==> src/rtl/secure_mem_pkg.sv <==
// secure_mem_pkg: shared state encoding and defaults for the secure memory controller
package secure_mem_pkg;
  typedef enum logic [2:0] {IDLE, RD_ISSUE, RD_WAIT, WR_ISSUE, RESP} smc_state_t;
  localparam logic [15:0] SMC_DEFAULT_LOCK_MASK = 16'h3C04;
  localparam int SMC_VIOL_W = 8;
endpackage

==> src/rtl/secure_mem_ctrl_if.sv <==
// secure_mem_ctrl_if: request/response handshake bundle between requester and controller
interface secure_mem_ctrl_if #(parameter int WIDTH = 256, parameter int AW = 4);
  logic req_valid, req_ready, req_we;
  logic [AW-1:0] req_addr;
  logic [WIDTH-1:0] req_wdata;
  logic rsp_valid, rsp_ready, rsp_err;
  logic [WIDTH-1:0] rsp_rdata;
  modport master (output req_valid, req_we, req_addr, req_wdata, rsp_ready,
                  input req_ready, rsp_valid, rsp_rdata, rsp_err);
  modport slave (input req_valid, req_we, req_addr, req_wdata, rsp_ready,
                 output req_ready, rsp_valid, rsp_rdata, rsp_err);
endinterface

==> src/rtl/secure_mem_access_policy.sv <==
// secure_mem_access_policy: range and lock check; SECURE_MEM_RD_LOCK_EN also blocks locked reads
module secure_mem_access_policy #(
  parameter int LENGTH = 16,
  parameter logic [LENGTH-1:0] LOCK_MASK = secure_mem_pkg::SMC_DEFAULT_LOCK_MASK,
  localparam int AW = $clog2(LENGTH)
) (
  input  logic [AW-1:0] addr,
  input  logic          we,
  output logic          allow
);
`ifdef SECURE_MEM_RD_LOCK_EN
  localparam bit RD_LOCK = 1'b1;
`else
  localparam bit RD_LOCK = 1'b0;
`endif
  logic in_range, locked;
  assign in_range = {1'b0, addr} < (AW+1)'(LENGTH);
  assign locked = in_range && LOCK_MASK[addr];
  assign allow = in_range && !(locked && (we || RD_LOCK));
endmodule

==> src/rtl/secure_mem_ctrl.sv <==
// secure_mem_ctrl: policy-checked access FSM in front of the key memory (SECURE_MEM_RD_LOCK_EN in policy)
module secure_mem_ctrl
  import secure_mem_pkg::*;
#(
  parameter int WIDTH = 256,
  parameter int LENGTH = 16,
  parameter logic [LENGTH-1:0] LOCK_MASK = SMC_DEFAULT_LOCK_MASK,
  localparam int AW = $clog2(LENGTH)
) (
  input  logic                  clk,
  input  logic                  rst,
  secure_mem_ctrl_if.slave      bus,
  output logic                  mem_rd_en,
  output logic                  mem_wr_en,
  output logic [AW-1:0]         mem_addr,
  output logic [WIDTH-1:0]      mem_wrData,
  input  logic [WIDTH-1:0]      mem_rdData,
  input  logic                  mem_rdData_valid,
  output logic [SMC_VIOL_W-1:0] viol_cnt
);
  smc_state_t state;
  logic allow;
  secure_mem_access_policy #(.LENGTH(LENGTH), .LOCK_MASK(LOCK_MASK)) u_policy (
    .addr(bus.req_addr), .we(bus.req_we), .allow(allow)
  );
  assign bus.req_ready = (state == IDLE) && !rst;
  always_ff @(posedge clk) begin
    if (rst) begin
      state <= IDLE;
      mem_rd_en <= 1'b0;
      mem_wr_en <= 1'b0;
      mem_addr <= '0;
      mem_wrData <= '0;
      viol_cnt <= '0;
      bus.rsp_valid <= 1'b0;
      bus.rsp_err <= 1'b0;
      bus.rsp_rdata <= '0;
    end else begin
      mem_rd_en <= 1'b0;
      mem_wr_en <= 1'b0;
      mem_wrData <= '0;
      case (state)
        IDLE: if (bus.req_valid) begin
          if (!allow) begin
            state <= RESP;
            bus.rsp_valid <= 1'b1;
            bus.rsp_err <= 1'b1;
            bus.rsp_rdata <= '0;
            if (viol_cnt != '1) viol_cnt <= viol_cnt + SMC_VIOL_W'(1);
          end else begin
            state <= bus.req_we ? WR_ISSUE : RD_ISSUE;
            mem_addr <= bus.req_addr;
            mem_rd_en <= !bus.req_we;
            mem_wr_en <= bus.req_we;
            mem_wrData <= bus.req_we ? bus.req_wdata : '0;
          end
        end
        RD_ISSUE: state <= RD_WAIT;
        // registered memory answers in this single cycle or the read is failed
        RD_WAIT: begin
          state <= RESP;
          bus.rsp_valid <= 1'b1;
          bus.rsp_err <= !mem_rdData_valid;
          bus.rsp_rdata <= mem_rdData_valid ? mem_rdData : '0;
        end
        WR_ISSUE: begin
          state <= RESP;
          bus.rsp_valid <= 1'b1;
          bus.rsp_err <= 1'b0;
          bus.rsp_rdata <= '0;
        end
        RESP: if (bus.rsp_ready) begin
          state <= IDLE;
          bus.rsp_valid <= 1'b0;
          bus.rsp_err <= 1'b0;
          bus.rsp_rdata <= '0;
        end
        default: state <= IDLE;
      endcase
    end
  end
endmodule
==> src/flat_wrapper.sv <==
// flat-port wrapper written by rule: the top's interface ports become plain ports
module secure_mem_ctrl_flat import secure_mem_pkg::*;
#(
  parameter int WIDTH = 256,
  parameter int LENGTH = 16,
  parameter logic [LENGTH-1:0] LOCK_MASK = SMC_DEFAULT_LOCK_MASK,
  localparam int AW = $clog2(LENGTH)
)
  (clk, rst, mem_rd_en, mem_wr_en, mem_addr, mem_wrData, mem_rdData, mem_rdData_valid, viol_cnt, bus_req_valid, bus_req_we, bus_req_addr, bus_req_wdata, bus_rsp_ready, bus_req_ready, bus_rsp_valid, bus_rsp_rdata, bus_rsp_err);
  secure_mem_ctrl_if #(.WIDTH(WIDTH)) bus_i ();
  input  logic clk;
  input  logic rst;
  output logic mem_rd_en;
  output logic mem_wr_en;
  output logic [AW-1:0] mem_addr;
  output logic [WIDTH-1:0] mem_wrData;
  input  logic [WIDTH-1:0] mem_rdData;
  input  logic mem_rdData_valid;
  output logic [SMC_VIOL_W-1:0] viol_cnt;
  input wire logic [$bits(bus_i.req_valid)-1:0] bus_req_valid;
  input wire logic [$bits(bus_i.req_we)-1:0] bus_req_we;
  input wire logic [$bits(bus_i.req_addr)-1:0] bus_req_addr;
  input wire logic [$bits(bus_i.req_wdata)-1:0] bus_req_wdata;
  input wire logic [$bits(bus_i.rsp_ready)-1:0] bus_rsp_ready;
  output wire logic [$bits(bus_i.req_ready)-1:0] bus_req_ready;
  output wire logic [$bits(bus_i.rsp_valid)-1:0] bus_rsp_valid;
  output wire logic [$bits(bus_i.rsp_rdata)-1:0] bus_rsp_rdata;
  output wire logic [$bits(bus_i.rsp_err)-1:0] bus_rsp_err;
  assign bus_i.req_valid = bus_req_valid;
  assign bus_i.req_we = bus_req_we;
  assign bus_i.req_addr = bus_req_addr;
  assign bus_i.req_wdata = bus_req_wdata;
  assign bus_i.rsp_ready = bus_rsp_ready;
  assign bus_req_ready = bus_i.req_ready;
  assign bus_rsp_valid = bus_i.rsp_valid;
  assign bus_rsp_rdata = bus_i.rsp_rdata;
  assign bus_rsp_err = bus_i.rsp_err;
  secure_mem_ctrl #(.WIDTH(WIDTH), .LENGTH(LENGTH), .LOCK_MASK(LOCK_MASK)) u_core (.clk(clk), .rst(rst), .bus(bus_i), .mem_rd_en(mem_rd_en), .mem_wr_en(mem_wr_en), .mem_addr(mem_addr), .mem_wrData(mem_wrData), .mem_rdData(mem_rdData), .mem_rdData_valid(mem_rdData_valid), .viol_cnt(viol_cnt));
endmodule
==> config.mk <==
export PLATFORM = sky130hd
export DESIGN_NAME = secure_mem_ctrl_flat
export DESIGN_NICKNAME = d
export VERILOG_FILES = /design/src/rtl/secure_mem_pkg.sv /design/src/rtl/secure_mem_ctrl_if.sv /design/src/rtl/secure_mem_access_policy.sv /design/src/rtl/secure_mem_ctrl.sv /design/src/flat_wrapper.sv
export SDC_FILE = /design/constraint.sdc
export NUM_CORES = 1
export LEC_CHECK = 0
export BUFFER_PORTS_ARGS = -buffer_cell sky130_fd_sc_hd__buf_2
export CAP_MARGIN = 20
export CORE_AREA = 2 2 412 414
export DETAILED_ROUTE_END_ITERATION = 7
export DIE_AREA = 0 0 414 416
export GPL_ROUTABILITY_DRIVEN = 0
export HOLD_SLACK_MARGIN = 0.06
export PLACE_DENSITY = 0.3
export SYNTH_ARGS = -nofsm -noshare
export SYNTH_HDL_FRONTEND = slang
export SYNTH_HIERARCHICAL = 1
export SYNTH_SLANG_ARGS = --single-unit
==> constraint.sdc <==
create_clock -name clk -period 2.5 [get_ports clk]
set_clock_uncertainty 0.1 [all_clocks]
set_input_delay 0.125 -clock clk [delete_from_list [all_inputs] [get_ports clk]]
set_output_delay 0.125 -clock clk [all_outputs]
set_load 0.01 [all_outputs]
==> results of run 1 <==
==> cell families after synthesis <==
family / share of synthesized area (%)
simple gates: 12.0
mux: 0.274
compound gates: 17.4
fa+ha+maj: 0.0783
buf+inv: 3.71
flops: 66.6
==> stage by stage <==
stage | setup TNS [ns] | cell area (um^2) | hold WS (ns)
after global placement | -5.08 | 24000 | 0.224
after floorplan | 0 | 16000 | 0.103
after detailed placement | 0 | 24000 | 0.226
==> run metrics, run 1 <==
outcome=did not finish; stage reached=clock tree synthesis (4_1_cts); tool error=[ERROR RSZ-0060] Max buffer count reached.; most common cell in the netlist=dfxtp_1; syn_area_per_cell=12.8 um^2; postcts setup bufs=0; number of synthesized flops with an enable pin=0; Resized Gates After CTS=1; ys flop type=dfxtp_1; number of distinct library cells after synthesis=46; Core Rows=151; sequential cell area fraction in the yosys report=66.6%; total of warnings raised by yosys=6; hold_buf cts=914; #FFs+latches synth=531; CTS buffer count=73; I/O pin count=1051; Commonest cells post-synth=dfxtp_1, and2_1, a32o_1; dpl cells=4436; CTS Sinks=531; largest area contributor in the netlist=dfxtp_1; placed wire-length estimate=73200 um; Max Root-Sink Buffers=3; Mapped Area=16000 um^2; Async S/R FF share, synth=0%; syn_nets=1771; IO Port Bufs=1050; top cell type's share of synthesized area=66.6%; H-tree depth=3; Area contributors post-synth=dfxtp_1, a32o_1, and2_1; root buffer cell=clkbuf_16; Die Y=416 um; DP Worst Slack=0.000956 ns; Cells after Synth=1248; initial core utilization=9.50%; Die Wd=414 um
==> run 2: changes to the inputs <==
--- a/config.mk
+++ b/config.mk
@@ -7,12 +7,11 @@
 export LEC_CHECK = 0
 export BUFFER_PORTS_ARGS = -buffer_cell sky130_fd_sc_hd__buf_2
 export CAP_MARGIN = 20
-export CORE_AREA = 2 2 412 414
+export CORE_AREA = 2 2 413 415
 export DETAILED_ROUTE_END_ITERATION = 7
-export DIE_AREA = 0 0 414 416
+export DIE_AREA = 0 0 415 417
 export GPL_ROUTABILITY_DRIVEN = 0
-export HOLD_SLACK_MARGIN = 0.06
-export PLACE_DENSITY = 0.3
+export PLACE_DENSITY_LB_ADDON = 0.15
 export SYNTH_ARGS = -nofsm -noshare
 export SYNTH_HDL_FRONTEND = slang
 export SYNTH_HIERARCHICAL = 1
==> run 2 against run 1 <==
Net effect: the run now ends clean; synthesized cell count is the same; synthesized area is the same.
==> run metrics, run 2 <==
Critical Path AT=2.86 ns; ys flop type=dfxtp_1; core area=169000 um^2; Mapped Area=16000 um^2; Area Overhead vs Synth=108%; Commonest cells post-synth=dfxtp_1, and2_1, a32o_1; final core occ=19.7%; GRT overflow=0; Post-layout nets=3489; placed instance area=24000 um^2; postcts setup bufs=0; I/O pin count=1051; Final min period=2.40 ns; max cap viols=0; Via density=3.21; placed wire-length estimate=66100 um; die area=173000 um^2; crit-path max cell delay=0.54 ns; Filler cells=18700; TNS Setup=0 ns; Cells after Synth=1248; Max Root-Sink Buffers=3; top cell type's share of synthesized area=66.6%; Hold Fails Final Rpt=0; root buffer cell=clkbuf_16; top flop regs=u_core/bus.rsp_rdata: 256 flops, u_core/mem_wrData: 256 flops, u_core/viol_cnt: 8 flops; maximum vdd drop=0.471 mV; DRC Markers=0; Pwr Total=22400 uW; DRT antenna net count=0; final setup violation count=0; Async S/R FF share, synth=0%; Die Wd=415 um; Area contributors post-synth=dfxtp_1, a32o_1, and2_1; #FFs+latches synth=531; most common cell in the netlist=dfxtp_1; First-pass DRT Iterations=4; Skew-Pair Late Insertion Delay=0.68 ns; crit end category=register; IO Port Bufs=1050; most frequent cells in the layout=buf_2, dlygate4sd3_1, dfxtp_1, and2_1, a32o_1; Buf+Inv Stages, Crit Path=6; most common cell after layout, fill and taps aside=buf_2; DRT iter0 DRCs=559; slew margin rel.=44.4%; number of distinct library cells after synthesis=46; cell breakdown of the critical path=dlygate4sd3_1 > buf_2 > nor2b_1 > o22ai_1 > nand2_1 > nor3b_1 > buf_4 > o21bai_4 > buf_12 > buf_4 > a32o_1 > dlygate4sd3_1; Top delay family on crit path=buffers and inverters; routed wire length=88300 um; Max Fanout on Critical Path=52; fin. max-slew vios=0; Finished Cell Area=33200 um^2; number of global-route vias before repair=18300; Worst path slowest cell=dlygate4sd3_1; syn_area_per_cell=12.8 um^2; number of synthesized flops with an enable pin=0; Tightest Hold Check Type=primary input to register; RSZ-0062 raised after global routing=false; Clock transition at path regs=0.06 ns; Hold WS=0.0746 ns; Avg WL per Cell=16.8 um; Core Rows=151; CTS tree=yes; pwr dens=675 nW/um^2; CP required=2.97 ns; first-pass GRT wire length=125000 um; CTS Sinks=531; fmax=417 MHz; leakage power=0.0151 uW; Die Y=417 um; initial core utilization=9.48%; syn_nets=1771; Crit Path Class=primary input to register; total of warnings raised by yosys=6; largest net degree at the start of global routing=84; gr usage total=9.85%; Slew @ Worst Pin=0.835 ns; largest area contributor in the netlist=dfxtp_1; period utilisation layout=95.9%; H-tree depth=3; outcome=complete, no violations; Worst setup SP type=primary input; initial antenna violation count=12; CTS buffer count=73; fraction of layout cells with a size suffix above 1=40.8%; sequential cell area fraction in the yosys report=66.6%; via count=16800
## run 2: where the power goes
part	internal (uW)	switching [uW]	leakage, uW
Sequential	8710	110	0.00430
Combinational	1400	1120	0.00953
Clock	6750	4320	0.00125
Total	16900	5550	0.0151
## run 2: logic make-up after synthesis
| logic type | synth area share, % |
|---|---|
| flip-flops | 66.6 |
| AND/OR/NAND/NOR | 12.0 |
| AO/OA/AOI/OAI | 17.4 |
| buffers and inverters | 3.71 |
| multiplexers | 0.274 |
| adder cells (fa/ha/maj) | 0.0783 |
## run 2: cell type report
type	instances	area, um^2	area share [%]
repair buffers	1765	12500	37.5
flip-flops and latches	531	10600	32.0
multi-input cells	591	4770	14.4
well taps	2218	2780	8.36
clock buffers	108	2200	6.62
clock inverters	20	344	1.04
inverters	4	15.0	0.0452
diodes	6	15.0	0.0452
## run 2: path summary, 6_finish.rpt
kind / start / slack [ns] / end / cells after the start
min reg2reg: u_core/bus.rsp_valid / 0.37 / u_core/bus.rsp_valid / 1
max: bus_req_addr[0] / 0.10 / u_core/bus.rsp_rdata[31] / 12
min: bus_req_wdata[159] / 0.07 / u_core/mem_wrData[159] / 3
max reg2reg: u_core/state[0] / 0.20 / u_core/bus.rsp_rdata[31] / 7
## run 2: layer usage
layer | global-route usage, % | up-vias | wire, um
met4 | 4.24 | 8 | 3510
met2 | 17.6 | 591 | 45400
met5 | 0 | - | 47
met3 | 3.68 | 158 | 6480
met1 | 10.3 | 8023 | 32900
li1 | - | 8039 | -
## run 2: stage by stage
step | cells | worst slack [ns]
after floorplan | 1248 | 0.706
after global placement | 4444 | 0.293
after detailed placement | 4444 | 0.324
after CTS | 5237 | 0.0490
after global routing | 5241 | 0.0444
final | 5243 | 0.103
## run 2: worst register-to-register path, cell delays in order, from the launching register on
cell,delay [ns]
dfxtp_2,0.39
nor3b_1,0.21
buf_4,0.16
o21bai_4,0.07
buf_12,0.17
buf_4,0.32
a32o_1,0.24
dlygate4sd3_1,0.54
## run 2: repair_timing
| item | in CTS | in global routing |
|---|---|---|
| endpoints found under the setup margin | 0 | 1 |
| hold buffers | 665 | 0 |
| endpoints found under the hold margin | 531 | 0 |
| resized for setup | 0 | 2 |
No activity file was read; power rests on OpenSTA's default activity.
==> run 3: changes to the inputs <==
--- a/config.mk
+++ b/config.mk
@@ -11,7 +11,7 @@
 export DETAILED_ROUTE_END_ITERATION = 7
 export DIE_AREA = 0 0 415 417
 export GPL_ROUTABILITY_DRIVEN = 0
-export PLACE_DENSITY_LB_ADDON = 0.15
+export PLACE_DENSITY_LB_ADDON = 0.12
 export SYNTH_ARGS = -nofsm -noshare
 export SYNTH_HDL_FRONTEND = slang
 export SYNTH_HIERARCHICAL = 1
==> run 3 against run 2 <==
Net effect: global-route usage rose by 0.85 points; via count fell by 3.3%; power fell by 0.44%; cell area fell by 3.8%; wire length rose by 9.3%; worst setup slack improved by 0.18 ns; register-to-register slack improved by 0.09 ns; critical path depth fell by 2; utilization fell by 0.76 points; fmax rose by 8.1%; clock power barely moved; sequential share of layout area rose by 1.3 points; largest cell class unchanged; highest routed layer unchanged.
==> run metrics, run 3 (same netlist as run 2, synthesis figures left out) <==
slew margin rel.=60.1%; Pwr Total=22300 uW; multi-input logic area=4770 um^2; Resized Gates After CTS=0; Final min period=2.22 ns; first-pass GRT wire length=133000 um; Filler cells=18900; fin. max-slew vios=0; First-pass DRT Iterations=5; Die Wd=415 um; DRT antenna net count=0; crit-path max cell delay=0.54 ns; initial core utilization=9.48%; DRT iter0 DRCs=685; Via density=3.18; final core occ=19.0%; Top delay family on crit path=buffers and inverters; IO Port Bufs=1050; H-tree depth=3; Post-layout nets=3357; FF/Latch Area=10600 um^2; largest net degree at the start of global routing=59; Worst path slowest cell=dlygate4sd3_1; most frequent cells in the layout=buf_2, dlygate4sd3_1, dfxtp_1, and2_1, a32o_1; routed wire length=96500 um; Clock transition at path regs=0.05 ns; placed wire-length estimate=74900 um; Crit. Startpoint=bus_req_addr[2]; pwr dens=699 nW/um^2; crit end category=register; Hold WS=0.0857 ns; root buffer cell=clkbuf_16; DP Worst Slack=0.0142 ns; most common cell after layout, fill and taps aside=buf_2; fraction of layout cells with a size suffix above 1=42.6%; HP Start=bus_req_wdata[34]; Critical Path Most Common Cell=dlygate4sd3_1; Die Y=417 um; DRC Markers=0; CP required=2.93 ns; outcome=complete, no violations; Max Fanout on Critical Path=48; Hold Fails Final Rpt=0; core area=169000 um^2; Critical Path AT=2.65 ns; leakage power=0.0145 uW; fmax=451 MHz; CTS Sinks=531; hold_buf cts=538; via count=16300; initial antenna violation count=7; Skew-Pair Late Insertion Delay=0.67 ns; Area Overhead vs Synth=100%; CTS buffer count=74; maximum vdd drop=0.408 mV; period utilisation layout=88.7%; Slew @ Worst Pin=0.596 ns; number of global-route vias before repair=17500; RSZ-0062 raised after global routing=false; die area=173000 um^2; GRT overflow=0; final setup violation count=0; Crit Path Class=primary input to register; gr usage total=10.7%; CTS tree=yes; max cap viols=0; Avg WL per Cell=18.9 um; Worst setup SP type=primary input; Tightest Hold Check Type=primary input to register; Buf+Inv Stages, Crit Path=5; top flop regs=u_core/bus.rsp_rdata: 256 flops, u_core/mem_wrData: 256 flops, u_core/viol_cnt: 8 flops; worst flop-to-flop path startpoint=u_core/state[2]; PnR worst setup slack=0.283 ns; I/O pin count=1051; postcts setup bufs=0; Max Root-Sink Buffers=3; Core Rows=151; TNS Setup=0 ns; cell breakdown of the critical path=dlygate4sd3_1 > buf_2 > nand2b_1 > o22ai_1 > nand2_1 > buf_4 > and4_4 > buf_12 > and2_1 > dlygate4sd3_1
run 3: cell types whose count changed in the layout (fill, tap and decap cells not counted), sizes merged:
cell | before | now
dlygate4sd3 | 665 | 538
buf | 1100 | 1094
inv | 9 | 7
clkbuf | 108 | 99
clkinvlp | 2 | 3
clkinv | 7 | 19
diode | 6 | 9
run 3: worst reg2reg max path, delay by kind of cell (launching register included):
family | cells | cell delay [ns]
AOI/OAI and AO/OA | 2 | 0.27
buffers and inverters | 1 | 0.56
DFF | 1 | 0.47
and+or+nand+nor | 1 | 0.70
run 3: report_power, final:
group          internal, uW  leakage, uW  switching, uW
sequential             8710      0.00430            118
combinational          1270      0.00898           1140
clock                  6640      0.00125           4450
run 3: worst paths after layout:
| check | end | slack (ns) | cells past startpoint |
|---|---|---|---|
| worst min register to register | u_core/bus.rsp_valid | 0.36 | 1 |
| worst max register to register | u_core/mem_addr[0] | 0.29 | 4 |
| worst min-delay path | u_core/mem_wrData[34] | 0.09 | 3 |
| worst max-delay path | u_core/mem_wrData[219] | 0.28 | 10 |
run 3: through the flow:
stage / instance area (um^2) / cells
after floorplan: 16000 / 1248
after global placement: 24000 / 4438
after detailed placement: 24000 / 4438
after CTS: 31900 / 5106
after global routing: 31900 / 5108
final: 31900 / 5115
run 3: area by class of cell:
cell class	count	area share, %
Inverter	4	0.0470
Antenna cell	9	0.0705
Tap cell	2218	8.69
Timing Repair Buffer	1632	35.0
Clock inverter	31	1.30
Sequential cell	531	33.3
Multi-Input combinational cell	591	14.9
Clock buffer	99	6.66
run 3: per-layer routing:
metal  GRT usage (%)  routed length [um]
met4            3.52                2510
met2            19.0               49200
met5               0                  13
met1            11.9               37600
met3            3.72                7260
